File: config.mk
export PLATFORM = sky130hd
export DESIGN_NAME = six_bit_two_port_arbiter
export DESIGN_NICKNAME = d
export VERILOG_FILES = /design/src/rtl/six_bit_two_port_arbiter_pkg.sv /design/src/rtl/six_bit_two_port_arbiter_mux.sv /design/src/rtl/six_bit_two_port_arbiter.sv
export SDC_FILE = /design/constraint.sdc
export NUM_CORES = 1
export LEC_CHECK = 0
export ABC_AREA = 1
export CORE_MARGIN = 1
export CORE_UTILIZATION = 45
export CTS_BUF_LIST = sky130_fd_sc_hd__clkbuf_8
export DETAILED_ROUTE_END_ITERATION = 8
export HOLD_SLACK_MARGIN = 0.15
export PLACE_DENSITY = 0.87
export REMOVE_ABC_BUFFERS = 1
export SLEW_MARGIN = 0
export SYNTH_ARGS = -nofsm -noshare
export SYNTH_HDL_FRONTEND = slang
export SYNTH_SLANG_ARGS = --single-unit
export TNS_END_PERCENT = 10
File: constraint.sdc
create_clock -name clk -period 4 [get_ports clk]
set_clock_uncertainty 0.15 [all_clocks]
set_input_delay 0.4 -clock clk [delete_from_list [all_inputs] [get_ports clk]]
set_output_delay 0.4 -clock clk [all_outputs]
set_load 0.005 [all_outputs]
File: src/rtl/six_bit_two_port_arbiter_pkg.sv
// ----------------------------------------------------------------------------
// six_bit_two_port_arbiter_pkg
//
// Shared definitions for the two-port arbiter in front of the 6-bit mux:
//   - arb_state_t      : FSM state encoding (IDLE / GRANT_A / GRANT_B)
//   - DEFAULT_DATA_WIDTH, DEFAULT_MAX_BURST : default parameter values
//   - is_grant()       : true in either grant state
// ----------------------------------------------------------------------------
package six_bit_two_port_arbiter_pkg;

    // Default word width; the mux instance is 6 bits wide.
    localparam int DEFAULT_DATA_WIDTH = 6;

    // Default maximum words accepted per grant. The burst counter is 4 bits,
    // so legal values are 1..15.
    localparam int DEFAULT_MAX_BURST = 4;

    // Burst counter width.
    localparam int CNT_WIDTH = 4;

    typedef enum logic [1:0] {
        IDLE    = 2'd0,
        GRANT_A = 2'd1,
        GRANT_B = 2'd2
    } arb_state_t;

    // True while one of the requesters owns the channel.
    function automatic logic is_grant(input arb_state_t s);
        return (s == GRANT_A) || (s == GRANT_B);
    endfunction

endpackage

File: src/rtl/six_bit_two_port_arbiter_mux.sv
// ----------------------------------------------------------------------------
// six_bit_two_to_one_mux_gatelevel_module
//
// Gate-level two-to-one word mux: y = s ? b : a, built bit by bit from
// AND/OR/NOT primitives.
//
// Ports:
//   a  in  WIDTH  word selected when s = 0
//   b  in  WIDTH  word selected when s = 1
//   s  in  1      select
//   y  out WIDTH  selected word
// ----------------------------------------------------------------------------
module six_bit_two_to_one_mux_gatelevel_module #(
    parameter int WIDTH = 6
) (
    input  logic [WIDTH-1:0] a,
    input  logic [WIDTH-1:0] b,
    input  logic             s,
    output logic [WIDTH-1:0] y
);

    wire             s_n;
    wire [WIDTH-1:0] a_term;
    wire [WIDTH-1:0] b_term;

    not u_inv (s_n, s);

    generate
        for (genvar gi = 0; gi < WIDTH; gi++) begin : g_bit
            and u_and_a (a_term[gi], a[gi], s_n);
            and u_and_b (b_term[gi], b[gi], s);
            or  u_or    (y[gi], a_term[gi], b_term[gi]);
        end
    endgenerate

endmodule

File: src/rtl/six_bit_two_port_arbiter.sv
// ----------------------------------------------------------------------------
// six_bit_two_port_arbiter
//
// Round-robin arbiter and sequencer for the shared 6-bit two-to-one mux.
// Two requesters compete for one output channel; the winner is granted for a
// burst of at most MAX_BURST words (or until it signals last / drops req),
// after which priority flips to the other requester. The selected word is
// registered into a valid/ready output stage.
//
// Ports:
//   clk        in   1           rising-edge clock
//   reset_n    in   1           asynchronous active-low reset
//   req_a      in   1           requester A presents a word on data_a
//   data_a     in   DATA_WIDTH  requester A word
//   last_a     in   1           current A word ends A's burst
//   ack_a      out  1           A word accepted this cycle (combinational)
//   req_b      in   1           requester B presents a word on data_b
//   data_b     in   DATA_WIDTH  requester B word
//   last_b     in   1           current B word ends B's burst
//   ack_b      out  1           B word accepted this cycle (combinational)
//   out_valid  out  1           out_data holds a word
//   out_data   out  DATA_WIDTH  registered output word
//   out_ready  in   1           downstream accepts out_data this cycle
//   grant_b    out  1           registered mux select (0 = A, 1 = B)
//   busy       out  1           high in either grant state
// ----------------------------------------------------------------------------
module six_bit_two_port_arbiter
    import six_bit_two_port_arbiter_pkg::*;
#(
    parameter int DATA_WIDTH = DEFAULT_DATA_WIDTH,
    parameter int MAX_BURST  = DEFAULT_MAX_BURST
) (
    input  logic                  clk,
    input  logic                  reset_n,

    input  logic                  req_a,
    input  logic [DATA_WIDTH-1:0] data_a,
    input  logic                  last_a,
    output logic                  ack_a,

    input  logic                  req_b,
    input  logic [DATA_WIDTH-1:0] data_b,
    input  logic                  last_b,
    output logic                  ack_b,

    output logic                  out_valid,
    output logic [DATA_WIDTH-1:0] out_data,
    input  logic                  out_ready,

    output logic                  grant_b,
    output logic                  busy
);

    // ------------------------------------------------------------------
    // State and datapath registers
    // ------------------------------------------------------------------
    arb_state_t             state_reg;
    arb_state_t             state_next;
    logic                   prio_reg;       // 0 = A favoured, 1 = B favoured
    logic [CNT_WIDTH-1:0]   cnt_reg;        // words accepted in current grant
    logic                   out_valid_reg;
    logic [DATA_WIDTH-1:0]  out_data_reg;
    logic                   grant_b_reg;
    logic                   grant_b_next;

    // ------------------------------------------------------------------
    // Combinational control
    // ------------------------------------------------------------------
    logic                   space;          // output stage can take a word
    logic                   accept;         // a word is taken this cycle
    logic                   cur_req;        // req of the granted requester
    logic                   cur_last;       // last of the granted requester
    logic                   other_req;      // req of the other requester
    logic                   burst_full;     // this accept is the MAX_BURST-th
    logic                   release_grant;  // grant ends this cycle
    logic [CNT_WIDTH-1:0]   cnt_plus_one;
    logic [DATA_WIDTH-1:0]  mux_y;

    // An accept and a drain can happen in the same cycle, giving one word per
    // cycle while out_ready stays high.
    assign space        = !out_valid_reg || out_ready;
    assign cnt_plus_one = cnt_reg + CNT_WIDTH'(1);
    assign burst_full   = (cnt_plus_one == CNT_WIDTH'(MAX_BURST));

    // ------------------------------------------------------------------
    // Mux datapath: grant_b is registered and always matches the grant
    // state, so in a grant state the mux already presents the owner's word.
    // ------------------------------------------------------------------
    six_bit_two_to_one_mux_gatelevel_module #(
        .WIDTH (DATA_WIDTH)
    ) u_mux (
        .a (data_a),
        .b (data_b),
        .s (grant_b_reg),
        .y (mux_y)
    );

    // ------------------------------------------------------------------
    // FSM process 1: state register
    // ------------------------------------------------------------------
    always_ff @(posedge clk or negedge reset_n) begin
        if (!reset_n) begin
            state_reg <= IDLE;
        end else begin
            state_reg <= state_next;
        end
    end

    // ------------------------------------------------------------------
    // FSM process 2: next-state logic
    // ------------------------------------------------------------------
    always_comb begin
        state_next = state_reg;
        case (state_reg)
            IDLE: begin
                if (req_a && req_b) begin
                    state_next = prio_reg ? GRANT_B : GRANT_A;
                end else if (req_a) begin
                    state_next = GRANT_A;
                end else if (req_b) begin
                    state_next = GRANT_B;
                end
            end
            GRANT_A: begin
                // Handover goes straight to the other requester without a
                // dead IDLE cycle when it is already waiting.
                if (release_grant) begin
                    state_next = other_req ? GRANT_B : IDLE;
                end
            end
            GRANT_B: begin
                if (release_grant) begin
                    state_next = other_req ? GRANT_A : IDLE;
                end
            end
            default: state_next = IDLE;
        endcase
    end

    // ------------------------------------------------------------------
    // FSM process 3: outputs and per-cycle control decode
    // ------------------------------------------------------------------
    always_comb begin
        ack_a         = 1'b0;
        ack_b         = 1'b0;
        cur_req       = 1'b0;
        cur_last      = 1'b0;
        other_req     = 1'b0;
        release_grant = 1'b0;
        busy          = is_grant(state_reg);

        case (state_reg)
            GRANT_A: begin
                ack_a     = req_a && space;
                cur_req   = req_a;
                cur_last  = last_a;
                other_req = req_b;
            end
            GRANT_B: begin
                ack_b     = req_b && space;
                cur_req   = req_b;
                cur_last  = last_b;
                other_req = req_a;
            end
            default: ;
        endcase

        accept = ack_a || ack_b;

        // A stalled requester (req high, no space) keeps its grant; dropping
        // req ends the grant immediately without an accept.
        if (is_grant(state_reg)) begin
            release_grant = (accept && (cur_last || burst_full)) || !cur_req;
        end
    end

    // ------------------------------------------------------------------
    // Mux select: follows the grant state, holds its value through IDLE so
    // the mux does not toggle needlessly.
    // ------------------------------------------------------------------
    always_comb begin
        grant_b_next = grant_b_reg;
        if (state_next == GRANT_B) begin
            grant_b_next = 1'b1;
        end else if (state_next == GRANT_A) begin
            grant_b_next = 1'b0;
        end
    end

    // ------------------------------------------------------------------
    // Priority pointer and burst counter
    // ------------------------------------------------------------------
    always_ff @(posedge clk or negedge reset_n) begin
        if (!reset_n) begin
            prio_reg <= 1'b0;
            cnt_reg  <= '0;
        end else if (release_grant) begin
            // Favour whoever did not just own the channel.
            prio_reg <= (state_reg == GRANT_A);
            cnt_reg  <= '0;
        end else if (accept) begin
            cnt_reg  <= cnt_plus_one;
        end
    end

    // ------------------------------------------------------------------
    // Output stage and registered select
    // ------------------------------------------------------------------
    always_ff @(posedge clk or negedge reset_n) begin
        if (!reset_n) begin
            out_valid_reg <= 1'b0;
            out_data_reg  <= '0;
            grant_b_reg   <= 1'b0;
        end else begin
            grant_b_reg <= grant_b_next;
            if (accept) begin
                out_valid_reg <= 1'b1;
                out_data_reg  <= mux_y;
            end else if (out_ready) begin
                // Drain: data holds its value, only valid drops.
                out_valid_reg <= 1'b0;
            end
        end
    end

    assign out_valid = out_valid_reg;
    assign out_data  = out_data_reg;
    assign grant_b   = grant_b_reg;

endmodule
* Yosys cells after proc, flatten, opt, wreduce, memory -nomap -nowiden
Cells that the tools add are included.
** Word-level totals
- Register bits after elaboration :: 15
- Bits in latches :: 0
- Bits in writable memories :: 0
- Memory bits (read-only) :: 0
- Output and inout bits :: 11
- Memories kept :: 0
** Cells by class
- Add/sub/neg operators :: 1
- Multiply operators :: 0
- Div/mod/pow operators :: 0
- $lt $le $gt $ge :: 0
- Equal/unequal tests :: 5
- Shifts and indexed selects :: 0
- Multiplexer cells :: 21
- Bitwise gates (word level) :: 19
- Reductions and logical operators :: 15
** Operator list (count)
- 2-bit two-way mux :: 7
- 1-bit bitwise AND :: 12
- 1-bit two-way mux :: 8
- 4-bit two-way mux :: 2
- 1-bit OR :: 6
- 1-bit case mux with 2 select lines :: 3
- 2-bit case mux with 3 select lines :: 1
- 2-bit nonzero test :: 3
- 1-bit logical OR :: 5
- 4-bit by 1-bit adder with 4-bit output (second input constant) :: 1
- 2-bit by 1-bit == test with 1-bit output (second input constant) :: 2
- 2-bit == test (second input constant) :: 2
- 4-bit by 3-bit == test with 1-bit output (second input constant) :: 1
- 1-bit logical AND :: 4
- 1-bit logical NOT :: 2
- 2-bit logical NOT :: 1
- 1-bit NOT :: 1

* Logic depth before layout (Yosys ltp)
Gate-level depths: netlist of run 1.
- Depth after elaboration :: 13
- Gate-level depth with buffers :: 16
- Gate-level depth less buffers :: 16

* Cells and area by module
From an unflattened synthesis of run 1, not the netlist that was laid out.
** Second synthesis, totals
- Cells, all modules :: 122
- Area, all modules :: 902.1 um^2
** Modules (own cells, without submodules)
- six_bit_two_port_arbiter :: instances 1, cells each 103, area an instance 830.8 um^2
- six_bit_two_to_one_mux_gatelevel_module :: instances 1, cells each 19, area an instance 71.3 um^2

* Least setup slack after synthesis of run 1
No wires, ideal clock.
- Path type :: register to register
- From :: register state_reg[0]
- To :: register grant_b_reg, in the netlist grant_b
- Data arrival time :: 1989 ps
- Slack :: 1736 ps
- Cell stages (with the launch flop) :: 16
- Path buffers :: 0
- Path through :: dfrtp_1 inv_1 ha_1 nand2_1 nand2_1 inv_1 nand2_1 nand2_1 nand2_2 nand3_1 nand3_1 nand3_1 nand2_1 inv_1 ha_1 mux2_2
** Between the ends
- Word-level cells in the longest chain between the ends :: 10
- Elaborated cells on any way between the ends :: 27
- Classes of those cells :: eq/ne (4); mux (15); reduce/logical (8)
** Ends and longest elaborated chain
- from (decl) :: line six_bit_two_port_arbiter.sv:57 : arb_state_t state_reg;
- from (signal assigned) :: line six_bit_two_port_arbiter.sv:105 : state_reg <= state_next;
- 2-bit == test / 2-bit by 1-bit == test with 1-bit output (equally long branches) :: line six_bit_two_port_arbiter_pkg.sv:29, six_bit_two_port_arbiter.sv:114, six_bit_two_port_arbiter.sv:152
- 1-bit case mux with 2 select lines / 1-bit two-way mux (equally long branches) :: line six_bit_two_port_arbiter.sv:152 : case (state_reg)
- 1-bit logical OR (on tied branches) :: line six_bit_two_port_arbiter.sv:173, six_bit_two_port_arbiter.sv:168
- 1-bit logical AND :: line six_bit_two_port_arbiter.sv:173 : release_grant = (accept && (cur_last || burst_full)) || !cur_req;
- 1-bit logical OR :: line six_bit_two_port_arbiter.sv:173
- 1-bit two-way mux :: line six_bit_two_port_arbiter.sv:172 : if (is_grant(state_reg)) begin
- 2-bit two-way mux (on tied branches) :: line six_bit_two_port_arbiter.sv:132, six_bit_two_port_arbiter.sv:127
- 2-bit case mux with 3 select lines * :: line six_bit_two_port_arbiter.sv:114 : case (state_reg)
- named net state_next[1] :: line six_bit_two_port_arbiter.sv:58 : arb_state_t state_next;
- 2-bit == test / 2-bit by 1-bit == test with 1-bit output (equally long branches) :: line six_bit_two_port_arbiter.sv:183, six_bit_two_port_arbiter.sv:185
- 1-bit two-way mux / 2-bit nonzero test (equally long branches)
- to (signal assigned) :: line six_bit_two_port_arbiter.sv:215 : grant_b_reg <= grant_b_next;
- to (decl) :: line six_bit_two_port_arbiter.sv:63 : logic grant_b_reg;
Mark *: on every way through the listed nets, which the timed path passes. The rest lies on a longest branch.
A chain may end at the register's enable or synchronous reset.

* Worst setup path in the final report of run 1
Same ends and word-level chain as after synthesis.

==> results.md, run 1 <==
Synthesis:
- By area, the combinational part of the netlist is dominated by simple AND/OR/NAND/NOR gates.
- The xor/xnor share of the synthesized area is 1.85%.
- The number of enable flip-flop cells after synthesis is 0.
- The share of flip-flops with an asynchronous set or reset is 100%.
- The count of yosys warnings during synthesis is 0.
- The post-synthesis average cell area is ~8.0 sq um.
- Of all cell types, the one taking the most synthesized area is dfrtp_1.
- The most used flip-flop cell after synthesis is dfrtp_1.
- The part of the Yosys area used for sequential elements is between 30 and 40%.
- In this run, synthesis produced a sequential element count of 15.
- The post-synthesis cell count is between 100 and 150.
- Summing the areas of all and, or, nand and nor instances in the mapped netlist gives 25.5% of the synthesized area.
- The share of synthesized area in the top cell type comes to between 30% and 40%.
- The area of the mapped netlist is roughly 950 sq um.
- The count of unique library cells instantiated by Yosys is 23.
- Yosys attributes the largest share of cell area to dfrtp_1, nand2_1, inv_1, ha_1, o21ai_2.
- The fraction of the mapped netlist area in compound gates is between 10% and 20%.
- Measured against the total synthesized area, the mux share comes to 1.19%.
- The synthesized-area fraction occupied by adder cells is under 10%.

Pwr:
- The maximum resistive drop on vdd is 461 uV.
- Summed over all cells, the static leakage comes to 0.627 nW.
- Power spread over the standard cell area amounts to around 650 mW/mm^2.

Final layout:
- For this run, the share of the core covered by cells in the final layout is 66.6%.
- In the final design database the tool counted between 150 and 200 nets.
- Of the cells placed in the final design, the portion with a size suffix greater than 1 is between 10 and 15%.
- The combined flip-flop and latch cell area is ~380 sq um.
- In the final layout, the multi-input gates occupy between 400 and 500 sq um.
- The relative area change from synthesis to final layout is 37.9%.
- The number of antenna diodes in the final layout is 0.
- The number of flip-flops in the largest register is 6.
- The filler cell count is 164.
- The finished cells cover approximately 0.0013 sq mm.

Timing:
- Setup repair after global routing left no endpoint under its margin.
- The final-report hold violation count is 0.
- The transition time at the pin with the least slew margin is between 0.6 and 0.7 ns.
- Timing would allow up to 0.395 GHz.
- The number of pins with negative max-slew slack in the final report is 0.
- Setup violations remaining at the end of the flow were counted as 0.
- The clock period could shrink to 2.53 ns.
- The final hold slack is roughly 0.33 ns.
- Summed over all failing endpoints, the final setup total negative slack is 0 ns.
- Dividing the final minimum period by the clock period gives between 60% and 70%.
- The tightest slew margin relative to the limit is around 57%.
- The worst path setup slack after routing is 1.47 ns.

Hold path:
- The classification of the worst-slack hold path is flop to flop.
- The worst hold path terminates at out_data[5].
- The launch point of the worst hold path is out_data[5].
- The instance count along the most critical hold path is 2.

Clocking:
- The total clock buffers created by CTS is 3.
- The quantity of gates resized following cts is 0.
- Clock latency on the worst-skew pair, taken at its later pin, is ~0.25 ns.
- The tree is rooted in a clkbuf_8.
- CTS saw 15 sinks.
- The clock edge transition at the registers on the reported setup and hold paths is about 0.06 ns.
- In this run the number of H-tree levels came out at 1.
- The number of hold buffers added after CTS was 0.
- The post-CTS setup repair buffer count is 0.
- The clock passes through at most 2 buffers.
- The clock tree from TritonCTS is done.

Global routing:
- Summed over all layers, the global routing overflow is 0.
- The via count of the first global-routing pass is about 770.
- The first global-routing pass estimated 3070 microns of wire.
- The number of antenna violations at the first check in global routing came to 0.
- The overall fraction of global-route tracks in use is about 20%.
- Entering global routing, the biggest net connects 20 pins.

Placed design:
- The total cell area at the placement stage is approximately 0.0013 sq mm.
- The number of buffer cells added on primary ports is 29.
- At the end of routability-driven placement, the weighted congestion stood at roughly 0.72.
- The worst setup timing slack at the placement stage is approximately 1.4 ns.
- The detailed placer's ending HPWL is approximately 1500 microns.

Routing:
- The total wire length after detailed routing is around 1900 microns.
- The pre-antenna-repair detailed-routing pass consisted of 4 iterations.
- The final route contains 864 vias.
- The routed wire length per instance is 10.9 microns.
- The count of nets left with antenna violations once routing finished came out at 0.
- Using the TritonRoute via totals, the vias-per-cell ratio works out to about 5.
- In this run, the number of DRC markers left after iteration 0 of detailed routing was 18.
- For this run, design rule violations remaining after detail routing come to 0.

Worst setup path:
- The required time of the critical path is a little under 4 ns.
- Tracing the worst setup path back leads to its startpoint at state_reg[0].
- The path type of the worst setup path is flop to flop.
- The worst reg2reg path depth is 15.
- In this run the worst path has a maximum fanout of 6.
- The kind of start point of the critical path is a flop.
- The data arrival time of the worst path is 2.51 ns.
- The reg-to-reg startpoint is state_reg[0].
- The flop-to-flop setup slack is 1.47 ns.
- The worst flop-to-flop path endpoint is grant_b.
- The nature of the critical path endpoint is a flop.

Floorplan:
- The initial utilization of the core area, before any placement, comes to between 40% and 50%.
- The top-level I/O count is 30.
- The die covers between 0.002 and 0.0025 sq mm.
- The standard cell core area is 0.00196 sq mm.
- The die is around 48 microns wide.
- The height of the die is approximately 48 microns.
- The initialized floorplan defines 16 standard-cell rows.

Flow run:
- Max-cap violations in this run came to 0.

Outcome:
- The run finished with clean final reports.
cell type report:
class	count	area share [%]
inverter	22	6.32
timing repair buffer	29	22.2
sequential	15	28.7
clock inverter	1	0.383
clock buffer	3	3.16
multi-input combinational	80	36.6
tap	27	2.59
Yosys cell counts (2+ instances only):
cell     number
a21oi_1       3
o21ai_2       6
nand2_1      27
nor3_1        2
nand3_1       8
inv_1        21
o21ai_0       9
nor2_1        4
ha_1          6
dfrtp_1      15
nand3_2       2
nor2_2        2
nand2_2       4
layout by cell type, fill, tap and decap left out:
master / n
clkdlybuf4s50_1: 29
nand2_1: 27
inv_1: 21
dfrtp_1: 15
o21ai_0: 9
nand3_1: 8
o21ai_2: 6
ha_1: 6
nor2_1: 4
nand2_2: 4
a21oi_1: 3
clkbuf_8: 3
nor3_1: 2
nand3_2: 2
nor2_2: 2
nand4_1: 1
o22ai_2: 1
nand2_4: 1
o211ai_1: 1
inv_2: 1
mux2_2: 1
xnor2_1: 1
xor2_1: 1
clkinv_2: 1
worst max-delay path by stage:
| stage | to | slack (ns) | cells after the start |
|---|---|---|---|
| after floorplan | grant_b | 1.74 | 15 |
| after global placement | grant_b | 1.52 | 12 |
| after detailed placement | grant_b | 1.41 | 12 |
| after CTS | grant_b | 1.46 | 15 |
| after global routing | grant_b | 1.27 | 13 |
| final | grant_b | 1.47 | 15 |
critical path: stages (launching register included):
cell and delay (ns):
dfrtp_1 0.41, inv_1 0.14, ha_1 0.31, nand2_1 0.08, nand2_1 0.06, inv_1 0.04, nand2_1 0.05, nand2_1 0.05
nand2_2 0.08, nand3_1 0.13, nand3_1 0.13, nand3_1 0.08, nand2_1 0.06, inv_1 0.05, ha_1 0.27, mux2_2 0.32
stage by stage:
stage / cells / power [mW]
floorplan: 117 / 0.553
finish: 177 / 0.855
global placement: 173 / 0.714
CTS: 177 / 0.861
detailed placement: 173 / 0.734
global route: 177 / 0.932
layer usage:
layer	global-route usage, %	share of wire, %
met1	21.8	42
met2	34.6	52
met3	6.04	5.1
met4	7.22	0.93
met5	0	0
cells by family (layout without fill, tap and decap cells):
logic type	after synthesis	in the layout
AND/OR/NAND/NOR	51	51
buffers and inverters	24	55
AO/OA/AOI/OAI	20	20
flip-flops	15	15
adder cells (fa/ha/maj)	6	6
XOR/XNOR	2	2
multiplexers	1	1
power breakdown:
part           internal [mW]  leakage, nW  switching, mW
registers              0.212        0.194         0.0510
logic                  0.225        0.408          0.246
clock network         0.0690       0.0255         0.0527
total                  0.505        0.627          0.350
(Power assumes the default switching activity.)
==> run 2, diff against run 1 <==
- CORE_UTILIZATION: 45 -> 43
- clock period: 4 -> 2.1 ns (I/O delays scaled with it)
==> results.md, run 2 (synthesized netlist as in run 1, its figures left out) <==
Clocking:
- The clock edge transition at the registers on the reported setup and hold paths came to 0.07 ns (about the same).
- The clock tree from TritonCTS is done.
- The number of hold buffers added after CTS is 0 (unchanged).
- The number of buffers on the longest clock path is 2 (unchanged).
- The total clock buffers created by CTS was 3 (unchanged).
- The root buffer selected by CTS is clkbuf_8.
- The H-tree depth came to 1 (unchanged).
- The CTS sink count is 15 (unchanged).
- The clock latency on the worst-skew pair is 0.26 ns (about the same).

Hold path:
- The classification of the worst-slack hold path is primary input to async pin.

Pwr:
- The combinational share of power was 67.1% (+12 points).
- The cell area power density is 1420 mW/mm^2 (+120%).
- The total net switching power is 0.945 mW (+170%).
- The part of the total power dissipated in sequential elements is 22.1% (-8.6 points).
- The maximum resistive drop on vdd is 952 uV (+110%).
- The power share of the clock group is 10.7% (-3.5 points).
- The power consumption was 2.30 mW (+170%).
- The leakage power is 0.797 nW (+27%).
- The switching power as a share of total power was 41.0% (+0.11 points).
- The internal cell power is 1.36 mW (+170%).

Final layout:
- The top cell types in the final layout, fill and taps aside, are buf_4, clkdlybuf4s50_1, nand2_1.
- Relative to the synthesized area, the layout overhead comes to 71.9%.
- The most frequent standard cell in the layout excluding fill and tap cells is buf_4.
- The filler cell count was 107 (-35%).
- The number of flip-flops in the largest register is 6 (unchanged).
- The number of non-filler instances in the completed layout is 207 (+17%).
- The number of nets at the end of the flow is 206 (+17%).
- The antenna diode instance count came to 0 (unchanged).
- The share of final-layout standard cells stronger than drive strength 1 came to 38.9% (+24 points).

Global routing:
- The wire length of the first global-routing pass was 4660 microns (+52%).
- The via count of the first global-routing pass was 1059 (+37%).
- The number of antenna violations at the first check in global routing came to 0 (unchanged).
- The remaining global-route overflow is 0 (unchanged).
- The overall fraction of global-route tracks in use is 26.0% (+6.5 points).
- The pin count of the biggest net entering global routing is 16 (-20%).

Worst setup path:
- The critical path goes through inv_2 -> ha_4 -> inv_1 -> o22ai_2 -> nand2_2 -> nand2_4 -> nand2_4 -> nand3_2 -> nand3_2 -> nand2_2 -> inv_2 -> ha_4 -> mux2_4.
- The data arrival time of the worst path is 2.35 ns (-0.16 ns).
- The path type of the worst setup path is flop to flop.
- The delay of the slowest cell on the worst path is 0.46 ns (+0.05 ns).
- The highest net fanout along the worst path is 5 (-1).
- The family with the most delay on the worst path is simple AND/OR/NAND/NOR gates.
- The nature of the critical path endpoint is a flop.
- The required time of the critical path came to 2.09 ns (-1.89 ns).
- The slowest stage of the critical path belongs to the cell dfrtp_2.
- The flop-to-flop setup slack came to -0.26 ns (-1.73 ns).
- The worst setup path is launched from a flop.
- The number of buffer and inverter instances along the worst setup path came to 3 (unchanged).

Floorplan:
- The area of the die came to 0.00239 sq mm (+4.4%).
- The standard cell core area is 0.00202 sq mm (+3.1%).
- The x dimension of the die was 48.9 microns (+2.2%).
- The effective utilization at floorplan is 46.8% (-1.4 points).
- The height of the die is 48.9 microns (+2.2%).
- The top-level I/O count came to 30 (unchanged).
- The count of standard-cell rows is 16 (unchanged).

Timing:
- The maximum clock frequency is 0.424 GHz (+7.4%).
- The final hold slack is 0.206 ns (-0.127 ns).
- The final-report setup violation count is 2 (+2).
- Setup repair after global routing could not meet its margin everywhere.
- The transition time at the pin with the least slew margin is 0.659 ns (+0.0104 ns).
- The tightest slew margin relative to the limit is 55.9% (-0.70 points).
- The worst path setup slack after routing is -0.256 ns (-1.73 ns).
- The number of pins with negative max-slew slack in the final report is 0 (unchanged).
- The final-report hold violation count is 0 (unchanged).
- The time the final worst path needs with I/O delays and setup is 2.36 ns (-0.174 ns).
- The final period utilization was 112% (+49 points).

Placed design:
- The number of buffer cells added on primary ports was 29 (unchanged).
- The final weighted congestion of routability-driven global placement is 0.858 (+19%).
- The detailed placer's ending HPWL came to 1910 microns (+26%).
- The worst setup timing slack at the placement stage is -0.273 ns (-1.68 ns).
- The total instance count after detailed placement is 193 (+12%).

Routing:
- The number of vias per cell was 4.92 (+0.85%).
- The total wire length after detailed routing was 2950 microns (+53%).
- The DRC violations left is 0 (unchanged).
- The number of detailed-route iterations in the first pass is 4 (unchanged).
- The antenna violation net count after detailed routing is 0 (unchanged).
- The starting DRC count in detailed routing is 16 (-2).
- The routed wire length per instance came to 14.3 microns (+30%).
- The total via count in the routed design is 1019 (+18%).

Flow run:
- The max-capacitance violation count is 0 (unchanged).

Outcome:
- The final reports fail on negative setup slack.
- The flow ran to the end, but the final reports show violations.
run 2: cell types whose count changed in the layout (fill, tap and decap cells not counted), sizes merged:
cell / delta
clkinvlp: +1
clkinv: -1
clkdlybuf4s50: -3
buf: +30
dlygate4sd2: +3
run 2: area by class of cell:
class	instances	area [sq um]	share of cell area (%)
Timing Repair Buffer	59	515	31.7
Clock buffer	3	41.3	2.54
Clock inverter	1	7.51	0.461
Multi-Input combinational cell	80	569	35.0
Tap cell	27	33.8	2.08
Sequential cell	15	378	23.2
Inverter	22	82.6	5.07
run 2: worst paths after layout:
path / startpoint / end / cells after the start
min: reset_n / cnt_reg[0] / 1
max: state_reg[1] / grant_b / 13
min reg2reg: out_data[0] / out_data[0] / 2
max in group asynchronous: reset_n / state_reg[1] / 1
min in group clk: out_data[0] / out_data[0] / 2
max reg2reg: state_reg[1] / grant_b / 13
run 2: power by group through the flow:
stage / registers, mW / logic (mW) / clock network, mW
detailed placement: 0.495 / 1.13 / 0
CTS: 0.505 / 1.33 / 0.253
finish: 0.510 / 1.55 / 0.248
global placement: 0.490 / 1.05 / 0
floorplan: 0.491 / 0.563 / 0
global route: 0.526 / 1.67 / 0.261
run 2: routing by layer:
metal | part of all wire, % | vias up | GRT usage (%)
li1 | - | 494 | -
met1 | 39 | 471 | 27.2
met2 | 53 | 39 | 45.6
met3 | 4.0 | 15 | 6.85
met4 | 4.2 | 0 | 17.2
met5 | 0 | - | 0
run 2: what timing repair did:
item / in CTS / in global routing
pin swaps: 8 / 9
setup buffers: 7 / 3
resized for setup: 16 / 13
setup endpoints to repair: 4 / 2
run 2: per-stage QoR:
stage               utilization [%]  TNS, ns  area, sq um
finish                         80.5   -0.451         1630
global route                   80.5   -0.801         1630
CTS                            77.2   -0.239         1560
detailed placement             69.7   -0.273         1410
global placement               69.7   -0.173         1410
floorplan                         -   -0.164          936
==> run 3, diff against run 2 <==
- CAP_MARGIN: default -> 20
==> results of run 3 <==
Same layout as run 2: the final DEF is identical, and so are final timing and power.
